### config.mk
export PLATFORM = sky130hd
export DESIGN_NAME = dsr_loader
export DESIGN_NICKNAME = d
export VERILOG_FILES = /design/src/rtl/dsr_loader.sv
export SDC_FILE = /design/constraint.sdc
export NUM_CORES = 1
export LEC_CHECK = 0
export ABC_AREA = 1
export CAP_MARGIN = 25
export CORE_MARGIN = 2
export CORE_UTILIZATION = 40
export CTS_BUF_LIST = sky130_fd_sc_hd__clkbuf_16
export DETAILED_ROUTE_END_ITERATION = 10
export GPL_TIMING_DRIVEN = 0
export PLACE_DENSITY = 0.59
export SETUP_SLACK_MARGIN = 0.4
export SLEW_MARGIN = 20
export SYNTH_ARGS = -nofsm -noshare
export SYNTH_HDL_FRONTEND = slang
export SYNTH_SLANG_ARGS = --single-unit
### constraint.sdc
create_clock -name clk -period 3.52 [get_ports clk]
set_input_delay 0.352 -clock clk [delete_from_list [all_inputs] [get_ports clk]]
set_output_delay 0.352 -clock clk [all_outputs]
set_load 0.01 [all_outputs]
### src/rtl/dsr_loader.sv
// Deserializes a framed three-wire stream from the Pi into writes on the DSR RAM port.
// Each frame carries a 16-bit start address followed by data bytes, MSB first.
module dsr_loader #(
    parameter int ADDR_W      = 13,
    parameter int SYNC_STAGES = 2
) (
    input  logic              clk,
    input  logic              reset,
    input  logic              pi_sclk,
    input  logic              pi_sdata,
    input  logic              pi_le,
    output logic              ram_we,
    output logic [0:ADDR_W-1] ram_addr,
    output logic [0:7]        ram_data,
    output logic              busy,
    output logic              done,
    output logic              error,
    output logic [0:7]        checksum
);

    typedef enum logic [1:0] {
        S_IDLE,
        S_ADDR,
        S_DATA,
        S_DONE
    } state_t;

    state_t state, state_next;

    logic [SYNC_STAGES-1:0] sclk_sync;
    logic [SYNC_STAGES-1:0] sdata_sync;
    logic [SYNC_STAGES-1:0] le_sync;
    logic                   sclk_prev;
    logic                   le_prev;

    logic                   sclk_rise;
    logic                   le_rise;
    logic                   le_fall;
    logic                   sdata_bit;

    logic [14:0]            shreg;
    logic [15:0]            shift_word;
    logic [3:0]             bit_cnt;
    logic [ADDR_W-1:0]      addr_cnt;

    logic                   start;
    logic                   do_shift;
    logic                   hdr_load;
    logic                   hdr_bad;
    logic                   byte_load;
    logic                   frame_end;
    logic                   frame_err;

    // The Pi pins are asynchronous to clk, so every one of them goes through its own chain.
    always_ff @(posedge clk) begin
        if (reset) begin
            sclk_sync  <= '0;
            sdata_sync <= '0;
            le_sync    <= '0;
            sclk_prev  <= 1'b0;
            le_prev    <= 1'b0;
        end else begin
            sclk_sync  <= {sclk_sync[SYNC_STAGES-2:0], pi_sclk};
            sdata_sync <= {sdata_sync[SYNC_STAGES-2:0], pi_sdata};
            le_sync    <= {le_sync[SYNC_STAGES-2:0], pi_le};
            sclk_prev  <= sclk_sync[SYNC_STAGES-1];
            le_prev    <= le_sync[SYNC_STAGES-1];
        end
    end

    assign sclk_rise  = sclk_sync[SYNC_STAGES-1] & ~sclk_prev;
    assign le_rise    = le_sync[SYNC_STAGES-1] & ~le_prev;
    assign le_fall    = ~le_sync[SYNC_STAGES-1] & le_prev;
    assign sdata_bit  = sdata_sync[SYNC_STAGES-1];
    assign shift_word = {shreg, sdata_bit};
    assign hdr_bad    = (shift_word >> ADDR_W) != 16'd0;

    always_ff @(posedge clk) begin
        if (reset) begin
            state <= S_IDLE;
        end else begin
            state <= state_next;
        end
    end

    // NOTE: every output of this block gets a default first, so no path leaves one unassigned and no latch is inferred.
    always_comb begin
        state_next = state;
        start      = 1'b0;
        do_shift   = 1'b0;
        hdr_load   = 1'b0;
        byte_load  = 1'b0;
        frame_end  = 1'b0;
        frame_err  = 1'b0;
        case (state)
            S_IDLE: begin
                if (le_rise) begin
                    start      = 1'b1;
                    state_next = S_ADDR;
                end
            end
            S_ADDR: begin
                if (sclk_rise) begin
                    do_shift = 1'b1;
                    if (bit_cnt == 4'd15) begin
                        hdr_load   = 1'b1;
                        state_next = S_DATA;
                    end
                end
                // The bit arriving with the frame end is shifted first; only a still-incomplete header is an error.
                if (le_fall) begin
                    frame_end  = 1'b1;
                    frame_err  = ~hdr_load;
                    state_next = S_DONE;
                end
            end
            S_DATA: begin
                if (sclk_rise) begin
                    do_shift = 1'b1;
                    if (bit_cnt[2:0] == 3'd7) begin
                        byte_load = 1'b1;
                    end
                end
                if (le_fall) begin
                    frame_end  = 1'b1;
                    frame_err  = ~byte_load & (do_shift | (bit_cnt != 4'd0));
                    state_next = S_DONE;
                end
            end
            S_DONE: begin
                state_next = S_IDLE;
            end
            default: begin
                state_next = S_IDLE;
            end
        endcase
    end

    // NOTE: sequential state uses non-blocking assignments so every register samples pre-edge values.
    always_ff @(posedge clk) begin
        if (reset) begin
            shreg    <= '0;
            bit_cnt  <= '0;
            addr_cnt <= '0;
            ram_we   <= 1'b0;
            ram_addr <= '0;
            ram_data <= '0;
            busy     <= 1'b0;
            done     <= 1'b0;
            error    <= 1'b0;
            checksum <= '0;
        end else begin
            ram_we <= 1'b0;

            if (start) begin
                shreg    <= '0;
                bit_cnt  <= '0;
                checksum <= '0;
                done     <= 1'b0;
                error    <= 1'b0;
                busy     <= 1'b1;
            end

            if (do_shift) begin
                shreg   <= shift_word[14:0];
                bit_cnt <= (hdr_load || byte_load) ? 4'd0 : bit_cnt + 4'd1;
            end

            if (hdr_load) begin
                addr_cnt <= shift_word[ADDR_W-1:0];
                if (hdr_bad) begin
                    error <= 1'b1;
                end
            end

            // ram_addr is a separate copy so it stays put while addr_cnt advances after the pulse.
            if (byte_load) begin
                ram_we   <= 1'b1;
                ram_data <= shift_word[7:0];
                ram_addr <= addr_cnt;
            end

            if (ram_we) begin
                addr_cnt <= addr_cnt + 1'b1;
                checksum <= checksum + ram_data;
            end

            if (frame_end) begin
                busy <= 1'b0;
                done <= 1'b1;
                if (frame_err) begin
                    error <= 1'b1;
                end
            end
        end
    end

endmodule

==> flow_summary_export.csv, run 1 <==
group,metric,value,unit
critical_path,end_kind,"flop",
sta,hold_violations,0,
logic_synthesis,yosysTopAreaCell,"dfxtp_1",
logic_synthesis,yosysWarnings,0,
detailed_routing,viasPerCell,4.967,
floorplan,num_rows,34,
layout,layout_commonest_cell,"nand2_1",
sta,fin_hold_ws,0.4015,ns
sta,relSlewSlack,59.06,%
place,placed_area,3976,um^2
logic_synthesis,netlist_area,3481,um^2
cts,cts.sinks,75,
sta,setup_viol,0,
detailed_routing,drt-met1-wl,4356,um
cts,cts_tree,"built",
layout,final_area,4262,um^2
logic_synthesis,synthTopCellsByArea,"dfxtp_1 43%, nand2_1 14%, a21oi_1 8.1%",
layout,drive_above_1_share,7.276,%
sta,drv_slew,0,
detailed_routing,drt_wl_total,8672,um
critical_path,crit_required,3.78,ns
detailed_routing,dr.pass1.iters,5,
layout,finalNonFillerCells,644,
logic_synthesis,syn_inst,484,
layout,final_cell_mix,"129 x nand2_1, 75 x dfxtp_1, 56 x a21oi_1",
place,globalplace.congestion,0.9027,
logic_synthesis,yosysSeqAreaShare,43.13,%
job,drv_cap,0,
sta,setup_tns,0,ns
floorplan,die_h,97.29,um
logic_synthesis,ys_ff_latch,75,
sta,fin_skew,0.003893,ns
critical_path,crit_path_max_fanout,10,
place,post-place-ws,1.842,ns
cts,clk_pin_slew,0.06,ns
detailed_routing,first_iter_violations,189,
power,powerDensity,461.7,nW/um^2
sta,tightest_slew,0.6140,ns
min_path,holdCritPathClass,"flop to flop",
cts,cts_setup_buffers,0,
sta,setup_slack,1.826,ns
grt,grt_start_max_net_pins,13,
grt,grt_pass1_wl,14390,um
detailed_routing,wl_met2,3912,um
layout,final_util,49.59,%
cts,ctsHoldBuffers,0,
floorplan,ios,38,
layout,diodes,0,
power,peakVddDrop,0.2459,mV
floorplan,die_w,97.29,um
critical_path,critPathKind,"flop to flop",
cts,clk_latency,0.33,ns
place,port_buffers,36,
sta,fmax,0.5903,GHz
logic_synthesis,synth_top_area_share,43.13,%
place,post-dp-hpwl,6317,um
critical_path,startpoint_type,"flop",
grt,track_usage,19.10,%
sta,finalCritPeriodShare,48.13,%
cts,clockBufferDepth,2,
cts,ctsResizeCount,0,
detailed_routing,ant_nets,0,
sta,rsz0062_at_grt,"false",
critical_path,cp.arrival,1.96,ns
floorplan,dieArea,9464,um^2
power,total_leakage_power,1.720,nW
cts,clock-root-buffer,"clkbuf_16",
logic_synthesis,syn_nets,504,
cts,cts_inserted_buffers,9,
logic_synthesis,yosysUniqueCellTypes,33,
detailed_routing,drc,0,
place,place_inst,628,
cts,htreeDepth,3,
grt,antenna_found_initial,0,
logic_synthesis,syn_area_per_cell,7.192,um^2
power,total_power,1.968,mW
layout,area_delta_synth_final,22.43,%
floorplan,initial_utilization,40.51,%
layout,nets,551,
detailed_routing,wl_met3,308,um
run_status,status,"finished, final reports clean",
detailed_routing,avgRoutedWirePerCell,13.47,um
detailed_routing,top_layer,"met4",
grt,grt-ovfl-total,0,
grt,grt_pass1_vias,2898,
sta,fin_crit,1.694,ns
floorplan,core,8593,um^2
detailed_routing,vias,3199,
## area by class of cell
type,count,area (um^2)
fillers,908,4332
well taps,108,135.1
repair buffers,36,360.3
flip-flops and latches,75,1501
multi-input cells,339,1694
clock buffers,9,225.2
clock inverters,7,60.06
plain buffers,18,90.09
inverters,52,195.2
## sequential cells by signal (all words and copies together) (netlist names), 2 cells and up
name,flops
addr_cnt,13
sclk_sync,2
shreg,15
le_sync,2
bit_cnt,4
state,2
ram_data,8
checksum,8
sdata_sync,2
ram_addr,13
## cells by family after synthesis
family | synth area share (%)
and+or+nand+nor | 27.68
AOI/OAI and AO/OA | 14.63
DFF | 43.13
buffers and inverters | 8.195
adders and majority gates | 5.608
xor gates and xnor gates | 0.7550
## final timing paths
check | from | end | slack, ns | cells past startpoint
setup / recovery | bit_cnt[1] | ram_data[7] | 1.83 | 7
hold / removal | sdata_sync[0] | sdata_sync[1] | 0.40 | 2
setup reg to reg | bit_cnt[1] | ram_data[7] | 1.83 | 7
hold reg to reg | sdata_sync[0] | sdata_sync[1] | 0.40 | 2
## worst max-delay path, stage by stage, from the launching register on
cell and delay [ns]:
dfxtp_1 0.37, ha_1 0.21, ha_1 0.16, nand2_1 0.06, nor2_2 0.18, clkbuf_1 0.39, o21ai_0 0.13, nor2_1 0.13
## power by group
group          switching, mW  internal, mW
clock                  0.346         0.540
combinational          0.131        0.0694
sequential            0.0135         0.868
## routing by layer
| metal | up-vias | global-route usage, % |
|---|---|---|
| met5 | - | 0 |
| met4 | 0 | 6.838 |
| met3 | 7 | 4.245 |
| met2 | 50 | 29.11 |
| met1 | 1472 | 26.69 |
| li1 | 1670 | - |
## cells in the mapped netlist, drive strengths merged
master	n
or2	1
fa	1
nand2	133
nand3b	3
ha	14
buf	7
nor2	52
a211oi	1
a31oi	5
o21a	1
xor2	3
clkbuf	11
nor3	3
o211ai	1
a21oi	57
o21ai	32
inv	52
nand4	6
o22ai	1
dfxtp	75
nand3	25
(Power assumes the default switching activity.)
==> inputs of run 2 (changes only) <==
- clock period: 3.52 -> 1.6 ns (I/O delays scaled with it)
==> flow_summary_export.csv, run 2 (synthesis gave the netlist of run 1 again) <==
group,metric,value,unit
run_status,status,"finished, final reports clean",
layout,final_cell_mix,"88 x nand2_1, 53 x dfxtp_1, 41 x inv_1, 41 x nor2_1, 30 x a21oi_2",
floorplan,ios,38,
cts,cts_tree,"built",
sta,fin_skew,0.008654,ns
sta,setup_tns,0,ns
layout,largest_register_ffs,15,
sta,rsz0062_at_grt,"true",
detailed_routing,first_iter_violations,171,
floorplan,die_h,97.29,um
layout,final_util,62.96,%
sta,hold_violations,0,
cts,cts_inserted_buffers,9,
layout,reg_top3,"shreg: 15 flops, addr_cnt: 13 flops, ram_addr: 13 flops",
sta,fin_crit,1.456,ns
layout,nFillCells,757,
layout,multi_input_area,2325,um^2
floorplan,die_w,97.29,um
grt,grt_pass1_wl,16970,um
critical_path,critPathKind,"flop to flop",
sta,finalCritPeriodShare,90.97,%
grt,grt_pass1_vias,3447,
floorplan,num_rows,34,
critical_path,crit_required,1.87,ns
job,drv_cap,0,
critical_path,cp.arrival,1.72,ns
min_path,min_to,"sclk_sync[0]",
layout,largest_register,"shreg",
critical_path,critical_path.top_delay_family,"flip-flops",
layout,area_delta_synth_final,55.43,%
place,post-dp-hpwl,6562,um
place,globalplace.congestion,0.9140,
detailed_routing,dr.pass1.iters,4,
detailed_routing,wl_met2,5348,um
min_path,whs_path_depth,3,
layout,final_area,5410,um^2
grt,antenna_found_initial,0,
min_path,holdCritPathClass,"input port to flop",
critical_path,rr_startpoint,"bit_cnt[1]",
place,place_inst,628,
detailed_routing,ant_nets,0,
power,peakVddDrop,0.5249,mV
critical_path,crit_path_max_fanout,6,
sta,relSlewSlack,47.73,%
layout,ff_latch_area,1549,um^2
min_path,hold_start,"pi_sclk",
critical_path,slowest_stage,"dfxtp_4",
power,total_leakage_power,2.203,nW
critical_path,cp_common_cell,"ha_4",
detailed_routing,vias,3543,
critical_path,path_cells,"ha_4, ha_4, nand2_4, nor2_4, buf_12, clkbuf_16, o21ai_0, a21oi_1",
sta,drv_slew,0,
sta,tightest_slew,0.7841,ns
cts,clk_latency,0.34,ns
detailed_routing,avgRoutedWirePerCell,15.45,um
detailed_routing,top_layer,"met4",
sta,setup_viol,0,
floorplan,dieArea,9464,um^2
critical_path,reg2reg_slack,0.14,ns
critical_path,r2r_end,"ram_addr[1]",
layout,drive_above_1_share,39.02,%
floorplan,core,8593,um^2
critical_path,startpoint_type,"flop",
detailed_routing,viasPerCell,5.195,
grt,grt_start_max_net_pins,14,
cts,clock-root-buffer,"clkbuf_16",
layout,nets,589,
critical_path,end_kind,"flop",
critical_path,crit_buf_inv,2,
layout,layout_commonest_cell,"nand2_1",
cts,htreeDepth,3,
cts,clk_pin_slew,0.06,ns
detailed_routing,drc,0,
detailed_routing,drt_wl_total,10540,um
place,port_buffers,36,
sta,setup_slack,0.1444,ns
place,placed_area,4138,um^2
critical_path,reg2reg_depth,8,
detailed_routing,drt-met1-wl,4588,um
layout,finalNonFillerCells,682,
critical_path,slowest_delay,0.36,ns
grt,track_usage,22.19,%
detailed_routing,wl_met3,451,um
power,powerDensity,879.3,nW/um^2
layout,diodes,0,
sta,fmax,0.6870,GHz
grt,grt-ovfl-total,0,
place,post-place-ws,0.1255,ns
floorplan,initial_utilization,40.51,%
cts,cts.sinks,75,
cts,clockBufferDepth,2,
[run 2: timing repair]
action / CTS / global route
cloned: 6 / 1
hold buffers: 0 / 0
setup buffers: 23 / 8
pin swaps: 32 / 25
setup endpoints to repair: 97 / 72
gates resized for setup: 159 / 87
[run 2: cell type report]
class / instances / area share (%)
Multi-Input combinational cell: 339 / 42.97
Sequential cell: 75 / 28.63
Timing Repair Buffer: 74 / 13.32
Inverter: 52 / 4.371
Clock buffer: 9 / 4.163
Buffer: 18 / 3.261
Tap cell: 108 / 2.498
Clock inverter: 7 / 0.7863
[run 2: worst max-delay path by stage]
stage           startpoint            to  slack (ns)  cells past startpoint
2_1_floorplan  checksum[7]   checksum[3]        0.26                      7
3_3_place_gp        ram_we  addr_cnt[11]        0.13                      5
3_5_place_dp    bit_cnt[1]  addr_cnt[12]        0.13                      7
4_1_cts        ram_data[7]   checksum[3]        0.19                      7
5_1_grt         bit_cnt[1]   addr_cnt[8]        0.05                      7
6_report        bit_cnt[1]   ram_addr[1]        0.14                      8
[run 2: worst reg2reg max path, cell delays in order, from the launching register on]
cell and delay, ns:
dfxtp_4 0.36, ha_4 0.16, ha_4 0.14, nand2_4 0.05, nor2_4 0.16, buf_12 0.16
clkbuf_16 0.16, o21ai_0 0.08, a21oi_1 0.14
[run 2: stage by stage]
step	power, mW	hold slack, ns
2_1_floorplan	2.391	0.2670
3_3_place_gp	2.514	0.3922
3_5_place_dp	2.512	0.3961
4_1_cts	4.614	0.3407
5_1_grt	4.934	0.3498
6_report	4.757	0.3400
[run 2: layer usage]
metal	GRT usage (%)	vias up
met5	0	-
met2	39.16	86
met3	4.532	17
li1	-	1749
met4	7.158	0
met1	27.09	1691
[run 2: where the power goes]
part	total (mW)	internal (mW)	leakage (nW)	switching [mW]
registers	1.97	1.91	0.619	0.0601
clock network	1.86	1.04	0.129	0.821
logic	0.921	0.405	1.46	0.516
